===== config.mk =====
export PLATFORM = sky130hd
export DESIGN_NAME = com_tx_arbiter
export DESIGN_NICKNAME = d
export VERILOG_FILES = /design/src/rtl/com_tx_arbiter.sv
export SDC_FILE = /design/constraint.sdc
export NUM_CORES = 1
export LEC_CHECK = 0
export CAP_MARGIN = 10
export CORE_MARGIN = 3
export CORE_UTILIZATION = 49
export CTS_CLUSTER_DIAMETER = 50
export DETAILED_ROUTE_END_ITERATION = 10
export HOLD_SLACK_MARGIN = 0.06
export MAX_ROUTING_LAYER = met4
export PLACE_DENSITY_LB_ADDON = 0.08
export SLEW_MARGIN = 40
export SYNTH_ARGS = -nofsm -noshare
export SYNTH_HDL_FRONTEND = slang
export SYNTH_SLANG_ARGS = --single-unit

===== constraint.sdc =====
create_clock -name clk -period 2.5 [get_ports clk]
set_input_delay 0.375 -clock clk [delete_from_list [all_inputs] [get_ports clk]]
set_output_delay 0.375 -clock clk [all_outputs]
set_load 0.05 [all_outputs]

===== src/rtl/com_tx_arbiter.sv =====
// Round-robin arbiter sharing the UART transmit channel between the debug console and the CPU.
// Emits a WE_CYCLES-long write strobe per byte followed by a GAP_CYCLES recovery gap.
module com_tx_arbiter #(
    parameter int unsigned WE_CYCLES  = 2,
    parameter int unsigned GAP_CYCLES = 4
) (
    input  logic       clk,
    input  logic       rst,
    input  logic       dbg_req,
    input  logic [7:0] dbg_data,
    input  logic       dbg_lock,
    output logic       dbg_ack,
    input  logic       cpu_req,
    input  logic [7:0] cpu_data,
    output logic       cpu_ack,
    input  logic       write_ready,
    output logic [7:0] com_data_out,
    output logic       com_write_enable,
    output logic       busy,
    output logic       grant_id
);

    typedef enum logic [1:0] {
        IDLE,
        STROBE,
        GAP
    } state_t;

    localparam logic [7:0] WE_LOAD  = 8'(WE_CYCLES - 1);
    localparam logic [7:0] GAP_LOAD = 8'(GAP_CYCLES - 1);

    state_t     state;
    logic [7:0] cnt;
    logic       last_grant;

    logic cpu_eligible;
    logic dbg_cand;
    logic cpu_cand;
    logic grant_any;
    logic winner;

    // A locked debug burst keeps the CPU out even between debug bytes.
    always_comb begin
        // NOTE: every combinational output gets a value on every path so no latch is inferred.
        cpu_eligible = !(dbg_lock && !last_grant);
        dbg_cand     = dbg_req;
        cpu_cand     = cpu_req && cpu_eligible;
        grant_any    = write_ready && (dbg_cand || cpu_cand);
        winner       = (dbg_cand && cpu_cand) ? ~last_grant : cpu_cand;
    end

    // NOTE: sequential state uses non-blocking assignments so every register sees pre-edge values.
    always_ff @(posedge clk or posedge rst) begin
        if (rst) begin
            state            <= IDLE;
            cnt              <= 8'd0;
            last_grant       <= 1'b1;
            com_data_out     <= 8'h00;
            com_write_enable <= 1'b0;
            dbg_ack          <= 1'b0;
            cpu_ack          <= 1'b0;
            busy             <= 1'b0;
            grant_id         <= 1'b0;
        end else begin
            case (state)
                IDLE: begin
                    if (grant_any) begin
                        state            <= STROBE;
                        cnt              <= WE_LOAD;
                        com_data_out     <= winner ? cpu_data : dbg_data;
                        com_write_enable <= 1'b1;
                        dbg_ack          <= ~winner;
                        cpu_ack          <= winner;
                        grant_id         <= winner;
                        last_grant       <= winner;
                        busy             <= 1'b1;
                    end
                end
                STROBE: begin
                    dbg_ack <= 1'b0;
                    cpu_ack <= 1'b0;
                    if (cnt == 8'd0) begin
                        state            <= GAP;
                        cnt              <= GAP_LOAD;
                        com_write_enable <= 1'b0;
                    end else begin
                        cnt <= cnt - 8'd1;
                    end
                end
                GAP: begin
                    if (cnt == 8'd0) begin
                        state <= IDLE;
                        busy  <= 1'b0;
                    end else begin
                        cnt <= cnt - 8'd1;
                    end
                end
                default: begin
                    state            <= IDLE;
                    com_write_enable <= 1'b0;
                    dbg_ack          <= 1'b0;
                    cpu_ack          <= 1'b0;
                    busy             <= 1'b0;
                end
            endcase
        end
    end

endmodule


; ---- Word-level counts from Yosys, hierarchy flattened
; Index checks and enable logic that the tools add are counted.
[op_classes]
n_addsub = 1
mul = 0
n_div = 0
order_cmp = 0
n_eq_ne = 6
shifts = 0
mux = 18
bitwise_logic = 4
reduce_logical = 16
[ops]
columns = operator, n
row1 = two-way mux 8 bit, 4
row2 = case mux 8 bit (3 select lines), 1
row3 = AND reduction 3 bit, 4
row4 = logical NOT 8 bit, 1
row5 = inequality test 2 bit (second input constant), 4
row6 = subtractor 8 x 1 -> 8 bit (second input constant), 1
row7 = two-way mux 2 bit, 3
row8 = case mux 1 bit (3 select lines), 2
row9 = case mux 2 bit (3 select lines), 1
row10 = two-way mux 1 bit, 5
row11 = logical AND 1 bit, 4
row12 = NOT 1 bit, 4
row13 = case mux 1 bit (2 select lines), 2
row14 = AND reduction 2 bit, 2
row15 = nonzero test 3 bit, 1
row16 = equality test 2 x 1 -> 1 bit (second input constant), 1
row17 = equality test 2 bit (second input constant), 1
row18 = logical NOT 1 bit, 2
row19 = logical NOT 2 bit, 1
row20 = logical OR 1 bit, 1
[word_totals]
regBits = 24
latch_bits = 0
ram_bits = 0
romBits = 0
out_inout_bits = 13
word_cells = 54
memories = 0

; ---- Logic depth before layout (Yosys ltp)
; Gate-level depths: netlist of run 1.
[depth]
ltp_word = 9
mapped_depth = 7
ltp_nobuf = 6

; ---- Worst setup path before layout of run 1
; Ideal clock, no wire load.
[synth_path]
path_kind = register to register
start = register cnt[0]
end = register busy
arrival_ps = 1722
slack_ps = 653
path_stages_with_launch = 7
cell_sequence = dfrtp_1 -> inv_1 -> ha_1 -> nor3b_1 -> and2_2 -> o211a_1 -> mux2_2
[synth_between]
elab_chain_cells = 3
[synth_lines]
columns = element, line_no
row1 = from (decl), 33  ; logic [7:0] cnt;
row2 = from (signal assigned), 87  ; cnt <= cnt - 8'd1;
row3 = from (signal assigned), 95  ; cnt <= cnt - 8'd1;
row4 = logical NOT 8 bit, 91  ; if (cnt == 8'd0) begin
row5 = inequality test 2 bit (no source line), n/a
row6 = AND reduction 3 bit (no source line), n/a
row7 = to (signal assigned), 76  ; busy <= 1'b1;
row8 = to (signal assigned), 93  ; busy <= 1'b0;
row9 = to (signal assigned), 103  ; busy <= 1'b0;
row10 = to (decl), 19  ; output logic busy,
; No other way between the ends.
; A chain may end at the register's enable or synchronous reset.

; ---- Final worst setup path of run 1
[layout_path]
start = register state[0]
end = register busy
[layout_between]
elab_chain_cells = 3
word_cells_on_any_way = 8
classes_between = 4 x eq/ne / 1 x mux / 1 x bitwise / 2 x reduce/logical
[layout_lines]
columns = element, line_no
row1 = from (decl), 32  ; state_t state;
row2 = from (signal assigned), 55  ; state <= IDLE;
row3 = from (signal assigned), 68  ; state <= STROBE;
row4 = from (signal assigned), 83  ; state <= GAP;
row5 = equality test 2 bit (tied with other cells), 65  ; case (state)
row6 = inequality test 2 bit (no source line) or NOT 1 bit (tied branches), n/a
row7 = AND reduction 3 bit (no source line), n/a
row8 = to (signal assigned), 62  ; busy <= 1'b0;
row9 = to (signal assigned), 76
row10 = to (signal assigned), 93
; Several ways; a longest one is shown, not always the timed one.

==> results of run 1 <==
## state kept, by name, indices dropped and copies added, names as in the netlist
register / count
state: 2
busy: 1
cpu_ack: 1
cnt: 8
last_grant: 1
com_write_enable: 1
dbg_ack: 1
com_data_out: 8
grant_id: 1
## final timing paths
check / startpoint / endpoint / slack (ps) / depth (start not counted)
min: rst / com_data_out[1] / 320 / 2
min reg2reg: last_grant / last_grant / 480 / 2
max: state[0] / busy / 400 / 6
max reg2reg: state[0] / busy / 400 / 6
max in group asynchronous: rst / last_grant / 1570 / 3
min in group clk: last_grant / last_grant / 480 / 2
## critical path: cells and delay by family, from the launching register on
kind,cells,cell delay [ps]
buffers and inverters,2,310
adder cells (fa/ha/maj),1,260
flip-flops,1,410
AO/OA/AOI/OAI,2,690
multiplexers,1,330
## cells in the mapped netlist (2+ instances only)
| cell type | count |
|---|---|
| inv_1 | 12 |
| nand3_1 | 2 |
| nand2_1 | 6 |
| o21ai_0 | 2 |
| mux2i_1 | 3 |
| dfrtp_1 | 23 |
| o211ai_1 | 10 |
| ha_1 | 6 |
| clkbuf_1 | 2 |
| a21oi_1 | 5 |
| and2_2 | 2 |
| a2bb2oi_1 | 2 |
| nand3b_1 | 2 |
| nand2b_1 | 4 |
| mux2_2 | 18 |
| nor2_1 | 4 |
| o2bb2ai_1 | 6 |
| nor3b_1 | 2 |
## kinds of logic after synthesis
logic type      share of synthesized area [%]
simple gates                             15.1
flops                                    41.8
mux                                      16.2
fa+ha+maj                                5.22
buf+inv                                  4.00
compound gates                           17.7
## power breakdown
part | switching, mW | total (mW) | internal [mW]
sequential | 0.145 | 0.715 | 0.570
combinational | 0.976 | 1.68 | 0.705
clock | 0.112 | 0.201 | 0.0888
total | 1.23 | 2.60 | 1.36
## stage by stage
step / util [%] / instances / instance area [sq um]
floorplan: - / 128 / 1440
global placement: 65.7 / 193 / 1830
detailed placement: 65.7 / 193 / 1830
CTS: 67.0 / 197 / 1860
global route: 67.0 / 197 / 1860
finish: 67.0 / 197 / 1860
## layout by cell type, fill, tap and decap left out, types with 3 or more instances in the layout
master and n:
clkdlybuf4s50_1 34, dfrtp_1 23, mux2_2 18, inv_1 12, o211ai_1 10, nand2_1 6
o2bb2ai_1 6, ha_1 6, a21oi_1 5, nand2b_1 4, nor2_1 4, mux2i_1 3
clkbuf_4 3, buf_4 3
## layer usage
layer / vias to the layer above / wire (microns) / track usage [%]
li1: 550 / - / -
met1: 546 / 1310 / 24.1
met2: 23 / 1440 / 33.0
met3: 2 / 121 / 3.02
met4: 0 / 20 / 5.70
met5: - / 0 / -
## layout make-up
type	instances	share of cell area, %
Multi-Input combinational cell	89	41.8
Sequential cell	24	32.3
Timing Repair Buffer	37	19.5
Inverter	12	2.42
Tap cell	31	2.08
Clock buffer	4	1.95
==> summary.md, run 1 <==
| Metric | Value |
|---|---|
| Outcome | complete, no violations |
| Largest net degree at the start of global routing | 17 |
| Peak supply drop | 0.982 mV |
| CP max FO | 12 |
| Post-CTS setup buffers | 0 |
| Critical Path AT | 2300 ps |
| Antenna cells | 0 |
| I/O Pins | 35 |
| Core area | 2780 sq um |
| DR iter-0 viols | 43 |
| FF+latch area | 602 sq um |
| Global-route wire length before repair | 5230 microns |
| # hold bufs at CTS | 0 |
| Critical path startpoint category | flop |
| CTS buffer count | 3 |
| CP Class | reg -> reg |
| Final WL | 2890 microns |
| Average size of a mapped cell | 11.2 sq um |
| Pre-CTS WS | 353 ps |
| CTS max path bufs | 2 |
| Post-synth ARST share | 100% |
| Gr ovfl total | 0 |
| FP Rows | 19 |
| Fin Hold WS | 320 ps |
| Die Y | 60.2 microns |
| Clock latency on the worst-skew pair | 300 ps |
| Power Density | 1390 nW/um^2 |
| Crit. End Element | flop |
| CP Cell Sequence | inv_1 > ha_1 > inv_1 > a221o_1 > o211a_1 > mux2_2 |
| Post-synth EDFFs | 0 |
| Max-slew headroom | 61.4% |
| Post-cts sizing count | 0 |
| Syn Inst Count | 128 |
| Yosys reg bits | 24 |
| Filler cells | 220 |
| Final #Nets | 195 |
| Total GRT Usage | 19.6% |
| Post-synthesis sequential area ratio | 41.8% |
| Leakage | 0.782 nW |
| Vias in the first global route | 1177 |
| Top_reg_cell synth | dfrtp_1 |
| Post-route ant nets | 0 |
| IO buf count | 34 |
| Cell area after synthesis | 1440 sq um |
| Final hold viol count | 0 |
| Power, Total | 2.60 mW |
| Routed wire per std cell | 14.7 microns |
| Hold crit path type | in -> async |
| Share of the synthesized area in the top cell type | 40.0% |
| Number of H-tree levels | 1 |
| Worst slew pin tran | 579 ps |
| Distinct cells, synth | 35 |
| Leading area contributor after synthesis | dfrtp_1 |
| Clock transition at path regs | 130 ps |
| Critical Path Max Stage Delay | 440 ps |
| CTS tree | yes |
| Largest cells by area after synthesis | dfrtp_1 40%, mux2_2 14%, ha_1 5.2%, o211ai_1 5.2%, o2bb2ai_1 3.7% |
| Share of post-route cells with drive strength above 1 | 22.3% |
| Ratio of final minimum period to clock period | 84.0% |
| Setup TNS | 0 ps |
| Starting Density | 51.7% |
| Setup WS post-layout | 400 ps |
| Area of the multi-input gates | 779 sq um |
| Critical Path RT | 2700 ps |
| Via/cell ratio | 5.69 |
| DRC errors left | 0 |
| Clock skew | 1.66 ps |
| Time the worst path needs with I/O delays and setup | 2100 ps |
| CTS Sinks | 24 |
| Max-Cap Viols | 0 |
| Slowest-stage cell, CP | a221o_1 |
| Synthesis-to-finish area growth | 29.6% |
| Yosys warns | 0 |
| Pins Over Slew Limit | 0 |
| First drt pass iteration count | 4 |
| Top cell by count, worst path | inv_1 |
| Die ar. | 3620 sq um |
| Die Wd | 60.2 microns |
| Detail Placement HPWL | 2270 microns |
| Total number of vias | 1121 |
| Root Driver | clkbuf_4 |
| RSZ-0062 raised after global routing | no |
| GPL Wtd Cong | 0.776 |
| Mapped Nets | 156 |
| # setup viols final | 0 |
| Initial antenna violation count | 0 |
| Max Fclk | 476 MHz |
Power figures use the tool's default switching activity.
==> inputs of run 2 (changes only) <==
--- a/config.mk
+++ b/config.mk
@@ -7,7 +7,7 @@
 export LEC_CHECK = 0
 export CAP_MARGIN = 10
 export CORE_MARGIN = 3
-export CORE_UTILIZATION = 49
+export CORE_UTILIZATION = 44
 export CTS_CLUSTER_DIAMETER = 50
 export DETAILED_ROUTE_END_ITERATION = 10
 export HOLD_SLACK_MARGIN = 0.06
==> constraint.sdc (replaced) <==
create_clock -name clk -period 1.7 [get_ports clk]
set_input_delay 0.255 -clock clk [delete_from_list [all_inputs] [get_ports clk]]
set_output_delay 0.255 -clock clk [all_outputs]
set_load 0.05 [all_outputs]
==> run 2 against run 1 <==
Compared with the run above:
- the flow now finishes with violations (setup timing)
- die area rose by 10%
- worst hold slack got worse by 47 ps
- count of clock-buffer cells in the layout did not move
- non-clock buffer count rose by 36
- first-iteration DRC count rose by 49%
- flip-flop and latch count did not move
- cell area rose by 22%
- critical path type unchanged
==> summary.md, run 2 (synthesis results as in run 1) <==
| Metric | Value |
|---|---|
| Leakage | 0.995 nW (+27%) |
| Gr ovfl total | 0 (unchanged) |
| Sequential power share | 21.9% (-5.7 points) |
| Time the worst path needs with I/O delays and setup | 1710 ps (-389 ps) |
| Final instance area | 2270 sq um (+22%) |
| Critical path startpoint category | flop |
| Top flop regs | cnt: 8 flops, com_data_out: 8 flops, state: 2 flops |
| Finished Core Util | 73.7% (+6.7 points) |
| FF+latch area | 603 sq um (+0.21%) |
| Peak supply drop | 1.30 mV (+33%) |
| CTS buffer count | 3 (unchanged) |
| Sw power | 2.14 mW (+74%) |
| Antenna cells | 0 (unchanged) |
| Power Density | 2120 nW/um^2 (+52%) |
| Max-Cap Viols | 0 (unchanged) |
| Total GRT Usage | 20.4% (+0.76 points) |
| Die ar. | 3990 sq um (+10%) |
| Filler cells | 227 (+3.2%) |
| I/O Pins | 35 (unchanged) |
| Core area | 3080 sq um (+11%) |
| Most frequent cells in the layout | 47 x buf_4, 22 x dfrtp_1, 21 x clkdlybuf4s50_1 |
| Pre-CTS WS | -173 ps (-527 ps) |
| Clock latency on the worst-skew pair | 320 ps (+20 ps) |
| Detail Placement HPWL | 2680 microns (+18%) |
| Non-Filler Instances | 246 (+25%) |
| DR iter-0 viols | 64 (+49%) |
| Critical Path RT | 1890 ps (-810 ps) |
| CTS Sinks | 24 (unchanged) |
| Critical Path Max Stage Delay | 470 ps (+30 ps) |
| Outcome | finished with violations |
| Vias in the first global route | 1432 (+22%) |
| Fin Hold WS | 272 ps (-47.3 ps) |
| Final WL | 3710 microns (+28%) |
| CP Cell Sequence | nor4_4 > buf_4 > a41o_2 > nand3b_1 > o2bb2ai_1 |
| Area of the multi-input gates | 907 sq um (+16%) |
| Max Fclk | 584 MHz (+23%) |
| Hold crit path type | in -> async |
| GPL Wtd Cong | 0.806 (+3.8%) |
| CTS tree | yes |
| Via/cell ratio | 5.37 (-5.7%) |
| Clock skew | 25.5 ps (+23.8 ps) |
| Global-route wire length before repair | 6460 microns (+23%) |
| Root Driver | clkbuf_4 |
| Inst Count DP | 231 (+20%) |
| Starting Density | 46.7% (-5.0 points) |
| Setup TNS | -17.0 ps (-17.0 ps) |
| Crit. End Element | flop |
| CP Class | reg -> reg |
| Total number of vias | 1320 (+18%) |
| # hold bufs at CTS | 0 (unchanged) |
| CP max FO | 6 (-6) |
| FP Rows | 20 (+1) |
| Ratio of final minimum period to clock period | 101% (+17 points) |
| CTS max path bufs | 2 (unchanged) |
| Die Y | 63.2 microns (+5.0%) |
| Largest net degree at the start of global routing | 25 (+8) |
| Reg2Reg Depth | 5 (-1) |
| Pins Over Slew Limit | 0 (unchanged) |
| Clock network power share | 5.5% (-2.2 points) |
| Crit. path cell count | 5 (-1) |
| Routed wire per std cell | 15.1 microns (+2.5%) |
| Cell family with most CP delay | simple AND/OR/NAND/NOR gates |
| Max-slew headroom | 78.6% (+17 points) |
| First drt pass iteration count | 4 (unchanged) |
| RSZ-0062 raised after global routing | yes |
| Clock transition at path regs | 150 ps (+20 ps) |
| Die Wd | 63.2 microns (+5.0%) |
| Initial antenna violation count | 0 (unchanged) |
| Failing checks | setup timing |
| Worst slew pin tran | 321 ps (-258 ps) |
| IO buf count | 34 (unchanged) |
| Post-route ant nets | 0 (unchanged) |
| Synthesis-to-finish area growth | 57.7% |
| Number of H-tree levels | 1 (unchanged) |
| Most common cell after layout, fill and taps aside | buf_4 |
| Final hold viol count | 0 (unchanged) |
| Combinational Power Share | 72.6% (+7.9 points) |
| Setup WS post-layout | -11.1 ps (-411 ps) |
| Power, Total | 4.80 mW (+85%) |
| Slowest-stage cell, CP | dfrtp_2 |
| Int Power | 2.66 mW (+95%) |
| DRC errors left | 0 (unchanged) |
| Critical Path AT | 1900 ps (-400 ps) |
| DP Area | 2020 sq um (+10%) |
| Final #Nets | 231 (+18%) |
| # setup viols final | 2 (+2) |
| Sw frac | 44.6% (-2.8 points) |
| Buf/Inv on CP | 1 (-1) |
| Share of post-route cells with drive strength above 1 | 53.0% (+31 points) |
==> run 2: changes by cell type in the layout (fill, tap and decap cells not counted), moves of 3 or more <==
cell | previous run | this run
buf_4 | 3 | 47
clkdlybuf4s50_1 | 34 | 21
inv_1 | 12 | 6
inv_2 | 0 | 5
ha_1 | 6 | 2
ha_4 | 0 | 3
==> run 2: repair_timing <==
action                     4_1_cts  5_1_grt
gates resized for setup          9       26
pin swaps                        2       14
gates cloned                     0        1
setup endpoints to repair       11       19
setup buffers                    3        7
==> run 2: worst paths after layout <==
check,end,start,slack [ps]
worst max-delay path,cnt[7],cnt[2],-10
worst min-delay path,cnt[4],rst,270
worst max register to register,cnt[7],cnt[2],-10
worst min register to register,last_grant,last_grant,480
max in group asynchronous,last_grant,rst,1100
min in group clk,last_grant,last_grant,480
==> run 2: final cells by class <==
| type | count | area share [%] |
|---|---|---|
| multi-input combinational | 89 | 40.0 |
| timing repair buffer | 73 | 27.8 |
| sequential | 24 | 26.6 |
| tap | 44 | 2.43 |
| inverter | 12 | 2.09 |
| clock buffer | 4 | 1.16 |
==> run 2: metal layers <==
layer / GRT usage (%) / wire length (microns) / up-vias / part of all wire (%)
met5: - / 0 / - / 0
met4: 5.39 / 68 / 0 / 1.8
met3: 3.03 / 131 / 8 / 3.5
met2: 36.4 / 1910 / 28 / 52
met1: 23.9 / 1600 / 661 / 43
li1: - / - / 623 / -
==> run 2: power by group through the flow <==
stage               Clock (mW)  Sequential [mW]  Combinational [mW]
global route             0.297             1.09                3.77
detailed placement           0             1.05                2.97
finish                   0.265             1.05                3.49
global placement             0             1.03                2.91
CTS                      0.271             1.04                3.12
floorplan                    0             1.54                1.36
==> run 2: worst min-delay path, stage by stage <==
cell and delay (ps):
clkdlybuf4s50_1 400, inv_1 60, buf_4 310
==> inputs of run 3 (changes only) <==
--- a/config.mk
+++ b/config.mk
@@ -5,6 +5,7 @@
 export SDC_FILE = /design/constraint.sdc
 export NUM_CORES = 1
 export LEC_CHECK = 0
+export ABC_CLOCK_PERIOD_IN_PS = 1700
 export CAP_MARGIN = 10
 export CORE_MARGIN = 3
 export CORE_UTILIZATION = 44
==> results of run 3 <==
Final layout, timing and power as in run 2 (identical DEF).
